[config.mk]
export PLATFORM = sky130hd
export DESIGN_NAME = chunk_fetch_scheduler
export DESIGN_NICKNAME = d
export VERILOG_FILES = /design/src/rtl/chunk_sched_pkg.sv /design/src/rtl/chunk_sync_fifo.sv /design/src/rtl/chunk_fetch_scheduler.sv
export SDC_FILE = /design/constraint.sdc
export NUM_CORES = 1
export LEC_CHECK = 0
export CAP_MARGIN = 20
export CORE_MARGIN = 8
export CORE_UTILIZATION = 28
export DETAILED_ROUTE_END_ITERATION = 12
export MAX_ROUTING_LAYER = met4
export SYNTH_ARGS = -nofsm -noshare
export SYNTH_HDL_FRONTEND = slang
export SYNTH_SLANG_ARGS = --single-unit
[constraint.sdc]
create_clock -name clk_in -period 6.29 [get_ports clk_in]
set_input_delay 1.258 -clock clk_in [delete_from_list [all_inputs] [get_ports clk_in]]
set_output_delay 1.258 -clock clk_in [all_outputs]
set_load 0.02 [all_outputs]
[src/rtl/chunk_sched_pkg.sv]
// Shared types for the chunk fetch scheduler: FSM states and FIFO entry layout.
package chunk_sched_pkg;
  localparam int CHUNK_W = 128;

  typedef enum logic [1:0] {IDLE, FETCH, DRAIN} sched_state_t;

  typedef struct packed {
    logic               last;
    logic [CHUNK_W-1:0] data;
  } chunk_entry_t;
endpackage

[src/rtl/chunk_sync_fifo.sv]
// Small synchronous FIFO with combinational head read; DEPTH must be a power of two >= 2.
module chunk_sync_fifo
  import chunk_sched_pkg::*;
#(
  parameter int  DEPTH   = 4,
  parameter type entry_t = chunk_entry_t,
  localparam int AW      = (DEPTH > 1) ? $clog2(DEPTH) : 1,
  localparam int CW      = $clog2(DEPTH + 1)
) (
  input  logic          clk_in,
  input  logic          rst_n_in,
  input  logic          push,
  input  entry_t        wdata,
  input  logic          pop,
  output entry_t        rdata,
  output logic          full,
  output logic          empty,
  output logic [CW-1:0] count
);
  logic [AW-1:0] wr_ptr, rd_ptr;
  entry_t        mem [DEPTH];
  logic          do_push, do_pop;

  assign do_pop  = pop && !empty;
  // A pop in the same cycle frees the slot, so a full FIFO may still accept.
  assign do_push = push && (!full || do_pop);
  assign full    = (count == CW'(DEPTH));
  assign empty   = (count == '0);
  assign rdata   = mem[rd_ptr];

  always_ff @(posedge clk_in or negedge rst_n_in) begin
    if (!rst_n_in) begin
      wr_ptr <= '0;
      rd_ptr <= '0;
      count  <= '0;
      for (int i = 0; i < DEPTH; i++) mem[i] <= '0;
    end else begin
      if (do_push) begin
        mem[wr_ptr] <= wdata;
        wr_ptr      <= wr_ptr + AW'(1);
      end
      if (do_pop) rd_ptr <= rd_ptr + AW'(1);
      case ({do_push, do_pop})
        2'b10:   count <= count + CW'(1);
        2'b01:   count <= count - CW'(1);
        default: ;
      endcase
    end
  end
endmodule

[src/rtl/chunk_fetch_scheduler.sv]
// Frame readout sequencer: credit-limited BRAM reads into an AXI-Stream chunk FIFO.
// Optional CHUNK_SCHED_REPEAT_EN adds repeat_in to restart the same frame back-to-back.
module chunk_fetch_scheduler
  import chunk_sched_pkg::*;
#(
  parameter int ADDR_W           = 12,
  parameter int CHUNKS_PER_FRAME = 300,
  parameter int READ_LATENCY     = 2,
  parameter int FIFO_DEPTH       = 4
) (
  input  logic               clk_in,
  input  logic               rst_n_in,
  input  logic               start_in,
  input  logic [ADDR_W-1:0]  base_addr_in,
`ifdef CHUNK_SCHED_REPEAT_EN
  input  logic               repeat_in,
`endif
  output logic               busy_out,
  output logic               done_out,
  output logic               mem_en_out,
  output logic [ADDR_W-1:0]  mem_addr_out,
  input  logic [CHUNK_W-1:0] mem_rdata_in,
  output logic               chunk_tvalid,
  input  logic               chunk_tready,
  output logic [CHUNK_W-1:0] chunk_tdata,
  output logic               chunk_tlast
);
  localparam int IDX_W = ADDR_W + 1;
  localparam int CW    = $clog2(FIFO_DEPTH + 1);
  localparam logic [IDX_W-1:0] LAST_IDX = IDX_W'(CHUNKS_PER_FRAME - 1);

  sched_state_t            state;
  logic [ADDR_W-1:0]       base;
  logic [IDX_W-1:0]        issue_idx;
  logic [CW-1:0]           credits;
  logic [READ_LATENCY:1]   vld_pipe, last_pipe;
  logic                    issue, pop, again, drained;
  chunk_entry_t            push_entry, head;
  logic                    fifo_empty, unused_full;
  logic [CW-1:0]           fifo_count;

  assign issue        = (state == FETCH) && (credits != '0);
  assign pop          = chunk_tvalid && chunk_tready;
  assign mem_en_out   = issue;
  assign mem_addr_out = issue ? base + issue_idx[ADDR_W-1:0] : '0;
  // No in-flight reads and nothing buffered means the last chunk has been taken.
  assign drained      = (vld_pipe == '0) && (fifo_count == '0);

`ifdef CHUNK_SCHED_REPEAT_EN
  assign again = repeat_in;
`else
  assign again = 1'b0;
`endif

  always_ff @(posedge clk_in or negedge rst_n_in) begin
    if (!rst_n_in) credits <= CW'(FIFO_DEPTH);
    else case ({issue, pop})
      2'b10:   credits <= credits - CW'(1);
      2'b01:   credits <= credits + CW'(1);
      default: ;
    endcase
  end

  // Tags each issued read so the returning data lands in the FIFO with its last flag.
  always_ff @(posedge clk_in or negedge rst_n_in) begin
    if (!rst_n_in) begin
      vld_pipe  <= '0;
      last_pipe <= '0;
    end else begin
      vld_pipe[1]  <= issue;
      last_pipe[1] <= issue && (issue_idx == LAST_IDX);
      for (int k = 2; k <= READ_LATENCY; k++) begin
        vld_pipe[k]  <= vld_pipe[k-1];
        last_pipe[k] <= last_pipe[k-1];
      end
    end
  end

  always_ff @(posedge clk_in or negedge rst_n_in) begin
    if (!rst_n_in) begin
      state     <= IDLE;
      base      <= '0;
      issue_idx <= '0;
      busy_out  <= 1'b0;
      done_out  <= 1'b0;
    end else begin
      done_out <= 1'b0;
      case (state)
        IDLE: if (start_in) begin
          base      <= base_addr_in;
          issue_idx <= '0;
          busy_out  <= 1'b1;
          state     <= FETCH;
        end
        FETCH: if (issue) begin
          issue_idx <= issue_idx + IDX_W'(1);
          if (issue_idx == LAST_IDX) state <= DRAIN;
        end
        DRAIN: if (drained) begin
          done_out  <= 1'b1;
          issue_idx <= '0;
          if (again) state <= FETCH;
          else begin
            busy_out <= 1'b0;
            state    <= IDLE;
          end
        end
        default: state <= IDLE;
      endcase
    end
  end

  assign push_entry = '{last: last_pipe[READ_LATENCY], data: mem_rdata_in};

  chunk_sync_fifo #(.DEPTH(FIFO_DEPTH), .entry_t(chunk_entry_t)) u_fifo (
    .clk_in   (clk_in),
    .rst_n_in (rst_n_in),
    .push     (vld_pipe[READ_LATENCY]),
    .wdata    (push_entry),
    .pop      (pop),
    .rdata    (head),
    .full     (unused_full),
    .empty    (fifo_empty),
    .count    (fifo_count)
  );

  assign chunk_tvalid = !fifo_empty;
  assign chunk_tdata  = head.data;
  assign chunk_tlast  = head.last;
endmodule
==> results of run 1 <==
[placed cells by master (no fill, tap or decap), types with 5 or more instances in the layout]
cell type and n:
a21oi_1 9, and2_1 7, and3_1 7, buf_12 10, buf_4 12, clkbuf_1 8
clkbuf_16 70, clkbuf_8 19, clkdlybuf4s50_1 287, clkinv_2 10, dfrtp_1 556, diode_2 6
ha_1 18, inv_1 12, inv_6 6, mux2_1 40, mux2_2 489, mux4_2 129
nand2_1 13, nand3_1 6, nand4_1 5, nor2_1 24, o21ai_0 10, xnor2_1 6
xor2_1 18
[power groups by stage]
stage	clock, mW	combinational (mW)	sequential [mW]
after global placement	0	9.50	6.43
after global routing	4.28	10.1	6.72
after detailed placement	0	9.68	6.56
after CTS	4.13	9.73	6.50
after floorplan	0	6.66	6.03
final	3.98	9.49	6.48
[cells in the mapped netlist (3+ instances only)]
master / number / share of area [%]
buf_1: 8 / 0.12
buf_6: 40 / 1.8
nand2_1: 17 / 0.26
fa_1: 3 / 0.24
buf_4: 13 / 0.39
nor3_1: 4 / 0.081
xnor2_1: 6 / 0.21
nand2b_1: 4 / 0.10
and2_1: 7 / 0.18
clkbuf_1: 9 / 0.14
o21ai_0: 10 / 0.20
nand3_1: 6 / 0.12
buf_2: 19 / 0.38
ha_1: 18 / 0.91
dfrtp_1: 558 / 56
nand4_1: 5 / 0.13
a21o_1: 3 / 0.091
and3_1: 7 / 0.18
nor2_1: 24 / 0.36
a21oi_1: 9 / 0.18
xor2_1: 18 / 0.63
mux4_2: 129 / 12
mux2_1: 40 / 1.8
mux2_2: 489 / 22
or3_1: 4 / 0.10
inv_1: 12 / 0.18
a211oi_1: 4 / 0.12
[how the worst max path moves through the flow]
stage | endpoint | cells after the start | start
3_3_place_gp | chunk_tdata[98] | 3 | u_fifo.rd_ptr[0]$_DFFE_PN0P_
3_5_place_dp | chunk_tdata[1] | 3 | u_fifo.rd_ptr[0]$_DFFE_PN0P_
6_report | chunk_tdata[98] | 3 | u_fifo.rd_ptr[0]$_DFFE_PN0P_
4_1_cts | chunk_tdata[1] | 3 | u_fifo.rd_ptr[0]$_DFFE_PN0P_
5_1_grt | chunk_tdata[42] | 3 | u_fifo.rd_ptr[0]$_DFFE_PN0P_
2_1_floorplan | mem_addr_out[6] | 7 | issue_idx[0]$_DFFE_PN0P_
[metal layers]
layer	share of wire (%)	routed length (µm)	GRT usage [%]	vias up
met5	0	0	-	-
met4	2.2	1319	4.091	0
met3	4.6	2768	2.725	89
met2	50	30270	20.61	275
met1	43	26390	15.67	7435
li1	-	-	-	6159
[layout make-up]
type	instances	share of cell area, %
Clock inverter	23	0.8198
Sequential cell	559	44.96
Clock buffer	97	6.563
Multi-Input combinational cell	832	32.58
Tap cell	1165	4.682
Antenna cell	6	0.04823
Inverter	12	0.1447
Timing Repair Buffer	310	10.21
[state kept, by name (all words and copies together), names as in the netlist]
register       count
u_fifo.wr_ptr      2
credits            3
issue_idx         13
vld_pipe           2
base              12
busy_out           1
u_fifo.mem       516
last_pipe          2
u_fifo.rd_ptr      2
done_out           1
u_fifo.count       3
state              2
[through the flow]
step,area (µm²),cells,power [mW]
2_1_floorplan,24860,1493,12.69
3_3_place_gp,28810,2877,15.93
3_5_place_dp,28810,2877,16.24
4_1_cts,31110,2997,20.35
5_1_grt,31130,3004,21.12
6_report,31130,3004,19.95
[logic make-up (layout without fill, tap and decap cells)]
family | Yosys count | count (layout)
flops | 559 | 559
compound gates | 42 | 42
simple gates | 86 | 86
xor+xnor | 24 | 24
mux | 659 | 659
other cells | 0 | 6
buf+inv | 102 | 442
fa+ha+maj | 21 | 21
==> results.yml, run 1 <==
status:
  status: "completed"
power:
  switching_share_pct: 34.23
  power.switching_mw: 6.827
  clkPwrFrac_pct: 19.9
  powerDensity_mw_per_mm2: 640.7
  seqPwrFrac_pct: 32.5
  power.internal_mw: 13.12
  peakVddDrop_uv: 359.2
  power_frac_comb_pct: 47.6
  p_leak_nw: 12.72
timing:
  slew_headroom_pct: 35.22
  rsz0062_at_grt: "no"
  fin_ws_ps: 1762
  max_freq_ghz: 0.2208
  hold_ws_ps: 351.2
  setup_viol: 0
  slew_viol_final: 0
  fin_skew_ps: 22.32
  final.period_utilization_pct: 71.99
  fin_crit_ps: 4528
  setup_tns_ps: 0
  worst_slew_pin_slew_ps: 971.7
  hold_violations: 0
global_route:
  grt_max_degree: 163
  grt_pass1_vias: 15960
  track_usage_pct: 12.65
  grt_first_pass_wirelength_um: 95930
  grt_remaining_overflow: 0
  antenna_found_initial: 6
synthesis:
  synthArstFlopShare_pct: 100.0
  syn_avg_cell_area_um2: 16.65
  yosysWarnings: 0
  synth_compound_area_share_pct: 1.218
  synth_top_family_by_area: "multiplexers"
  yosys.area_share.adder_pct: 1.148
  yosys.area_share.simple_pct: 1.777
  synth-main-ff-cell: "dfrtp_1"
  syn_nets: 1658
  netlist_area_mm2: 0.02486
  ys_ff_latch: 559
  synthDistinctLibCells: 50
  synth_edf_count: 0
  yosysSeqAreaShare_pct: 56.28
  synth_xor_xnor_area_share_pct: 0.8456
  synthCells: 1493
  synthMuxAreaShare_pct: 35.69
critical_path:
  worstReg2RegStart: "u_fifo.count[0]$_DFFE_PN0P_"
  slowest_stage: "dfrtp_4"
  rr_endpoint: "u_fifo.mem[70]$_DFFE_PN0P_"
  r2r_cells: 4
  crit_fanout: 37
  critPathBufInv: 2
  critical_path_required_ps: 5030
  path_delay_family: "flip-flops"
  crit_chain: "buf_12 -> mux4_2 -> clkdlybuf4s50_1"
  critical-path-max-stage-delay_ps: 1050
  end_kind: "output pin"
  crit_path_start_kind: "flip-flop"
  cp.arrival_ps: 3270
  critical_path_class: "flip-flop to output pin"
  reg2reg_setup_slack_ps: 3600
job:
  maxCapViolations: 0
routing:
  drt_iter0_drc: 586
  dr.pass1.iters: 4
  viasPerCell: 4.646
  remaining_drc_errors: 0
  routed_wl_um: 60750
  ant_nets: 0
  wl_per_cell_um: 20.22
  vias: 13960
clocking:
  holdBufCountCts: 0
  cts_num_sinks: 559
  max-clock-path-buffers: 3
  ctsResizeCount: 0
  postCtsSetupBuffers: 0
  cts.clk_slew.worst_paths_ps: 50
  cts_buffers: 69
  clockRootBuffer: "clkbuf_16"
  htree_levels: 3
  cts_tree: "done"
  worstSkewPairLatency_ps: 600
place:
  portBuffers: 288
  dpl.hpwl_um: 39010
  dpl_worst_slack_ps: 2262
  gp_congestion: 0.7747
floorplanning:
  dieHeight_um: 314.0
  dieArea_mm2: 0.09857
  num_io_pins: 289
  core_area_mm2: 0.08824
  die_width_um: 314.0
  initial_core_util_pct: 28.17
  rows: 109
hold_path:
  hold_path_class: "flip-flop to flip-flop"
  min_from: "last_pipe[1]$_DFF_PN0_"
  min_to: "last_pipe[2]$_DFF_PN0_"
  whs_path_depth: 0
layout:
  multiInputGateArea_mm2: 0.01014
  n_fill_cell: 8300
  fin_util_pct: 35.28
  register_area_mm2: 0.01400
  finalNetCount: 1949
  areaGrowthSynthToFinish_pct: 25.24
  drive_gt1_share_pct: 41.79
Power figures use the tool's default switching activity.
==> run 2: changes to the inputs <==
- clock period: 6.29 -> 3.9 ns (I/O delays scaled with it)
==> run 2 against run 1 <==
  * Via count increased by 2.2%
  * Combinational power up 69%
  * Sequential cell count did not move
  * First-iteration DRC count increased by 9.2%
  * Clock power is 63% higher
  * Critical endpoint is now mem_addr_out[9]
  * Cell count is 1.5% higher
  * Highest routed layer unchanged
  * Largest cell class unchanged
==> results.yml, run 2 (synthesis gave the netlist of run 1 again) <==
critical_path:
  slowest_stage: "clkdlybuf4s50_1"
  crit_path_start_kind: "flip-flop"
  crit_path_frequent_cell: "o21ai_1"
  worstReg2RegStart: "u_fifo.count[0]$_DFFE_PN0P_"
  reg2reg_setup_slack_ps: 1490
  crit_chain: "ha_1 -> o21ai_1 -> o21ai_1 -> a221oi_2 -> xor2_1 -> nor2_1 -> clkdlybuf4s50_1"
  critical_path_required_ps: 3120
  critical_path_class: "flip-flop to output pin"
  crit_fanout: 5
  path_delay_family: "compound AO/OA/AOI/OAI gates"
  rr_endpoint: "u_fifo.mem[103]$_DFFE_PN0P_"
  r2r_cells: 4
  cp.arrival_ps: 2960
  end_kind: "output pin"
  critical-path-max-stage-delay_ps: 620
  critPathBufInv: 1
floorplanning:
  rows: 109
  num_io_pins: 289
  dieArea_mm2: 0.09857
  core_area_mm2: 0.08824
  initial_core_util_pct: 28.17
  die_width_um: 314.0
  dieHeight_um: 314.0
global_route:
  grt_remaining_overflow: 0
  grt_pass1_vias: 16470
  grt_max_degree: 87
  antenna_found_initial: 9
  grt_first_pass_wirelength_um: 99100
  track_usage_pct: 13.16
timing:
  rsz0062_at_grt: "no"
  setup_viol: 0
  slew_viol_final: 0
  fin_crit_ps: 3740
  hold_violations: 0
  fin_skew_ps: 23.97
  setup_tns_ps: 0
  max_freq_ghz: 0.2674
  hold_ws_ps: 215.0
  final.period_utilization_pct: 95.91
  slew_headroom_pct: 49.28
  worst_slew_pin_slew_ps: 760.8
layout:
  layout_common_cells: "556 x dfrtp_1, 489 x mux2_2, 283 x clkdlybuf4s50_1"
  largest_reg_flops: 516
  reg.largest.list: "u_fifo.mem (516), issue_idx (13), base (12)"
  largest-register: "u_fifo.mem"
  finalNetCount: 1985
  areaGrowthSynthToFinish_pct: 27.45
  layout_commonest_cell: "dfrtp_1"
  n_fill_cell: 8232
  drive_gt1_share_pct: 43.09
power:
  peakVddDrop_uv: 627.1
  p_leak_nw: 13.00
  powerDensity_mw_per_mm2: 1037
clocking:
  cts_num_sinks: 559
  holdBufCountCts: 0
  clockRootBuffer: "clkbuf_16"
  htree_levels: 3
  cts_tree: "done"
  cts_buffers: 69
  worstSkewPairLatency_ps: 600
  postCtsSetupBuffers: 0
  max-clock-path-buffers: 3
  cts.clk_slew.worst_paths_ps: 60
routing:
  routed_wl_um: 63610
  dr.pass1.iters: 5
  viasPerCell: 4.679
  drt_iter0_drc: 640
  vias: 14260
  remaining_drc_errors: 0
  wl_per_cell_um: 20.87
  ant_nets: 0
place:
  gp_congestion: 0.8152
  dpl.hpwl_um: 42750
  portBuffers: 288
hold_path:
  hold_path_class: "primary input to async pin"
job:
  maxCapViolations: 0
status:
  status: "completed"
==> run 2: cell type report <==
type                    instances  area (µm²)  area share (%)
clock inverters                32       404.1           1.276
diodes                         10       25.02         0.07899
flip-flops and latches        559       14000           44.18
clock buffers                  92        1944           6.137
well taps                    1165        1458           4.601
inverters                      12       45.04          0.1422
repair buffers                346        3647           11.51
multi-input cells             832       10160           32.07
==> run 2: power breakdown <==
part	internal, mW	switching (mW)
Clock	3.94	2.55
Sequential	8.77	1.57
Combinational	8.82	7.20
Total	21.5	11.3
==> run 2: worst max path at each step <==
stage,start,endpoint,depth (start not counted)
finish,issue_idx[2]$_DFFE_PN0P_,mem_addr_out[9],7
detailed placement,issue_idx[0]$_DFFE_PN0P_,mem_addr_out[6],8
global route,issue_idx[2]$_DFFE_PN0P_,mem_addr_out[9],7
CTS,issue_idx[2]$_DFFE_PN0P_,mem_addr_out[11],7
floorplan,issue_idx[0]$_DFFE_PN0P_,mem_addr_out[6],7
global placement,issue_idx[0]$_DFFE_PN0P_,mem_addr_out[6],8
==> run 2: worst register-to-register path: stages (launching register included) <==
cell and delay (ps):
dfrtp_1 420, o41a_1 670, nand2_4 510, buf_4 330, mux2_2 370
==> run 2: per-stage QoR <==
stage | area, µm² | power, mW | setup WS (ps) | cells | utilization [%]
after detailed placement | 29290 | 26.78 | 577.1 | 2914 | 33.19
after global routing | 31680 | 34.75 | 21.39 | 3047 | 35.90
final | 31680 | 32.86 | 159.6 | 3048 | 35.90
after global placement | 29290 | 26.16 | 483.4 | 2914 | 33.19
after floorplan | 24860 | 20.47 | 1153 | 1493 | -
after CTS | 31640 | 33.52 | 16.42 | 3038 | 35.86
==> run 2: timing repair <==
| action | CTS | global route |
|---|---|---|
| pin swaps | 0 | 0 |
| gates resized for setup | 5 | 5 |
| endpoints found under the hold margin | 0 | 0 |
| setup endpoints to repair | 5 | 7 |
==> run 2: per-layer routing <==
metal / GRT usage (%) / vias to the layer above / share of wire [%]
li1: - / 6256 / -
met1: 15.95 / 7578 / 43
met2: 21.52 / 327 / 50
met3: 3.355 / 100 / 5.3
met4: 4.123 / 0 / 2.3
met5: - / - / 0
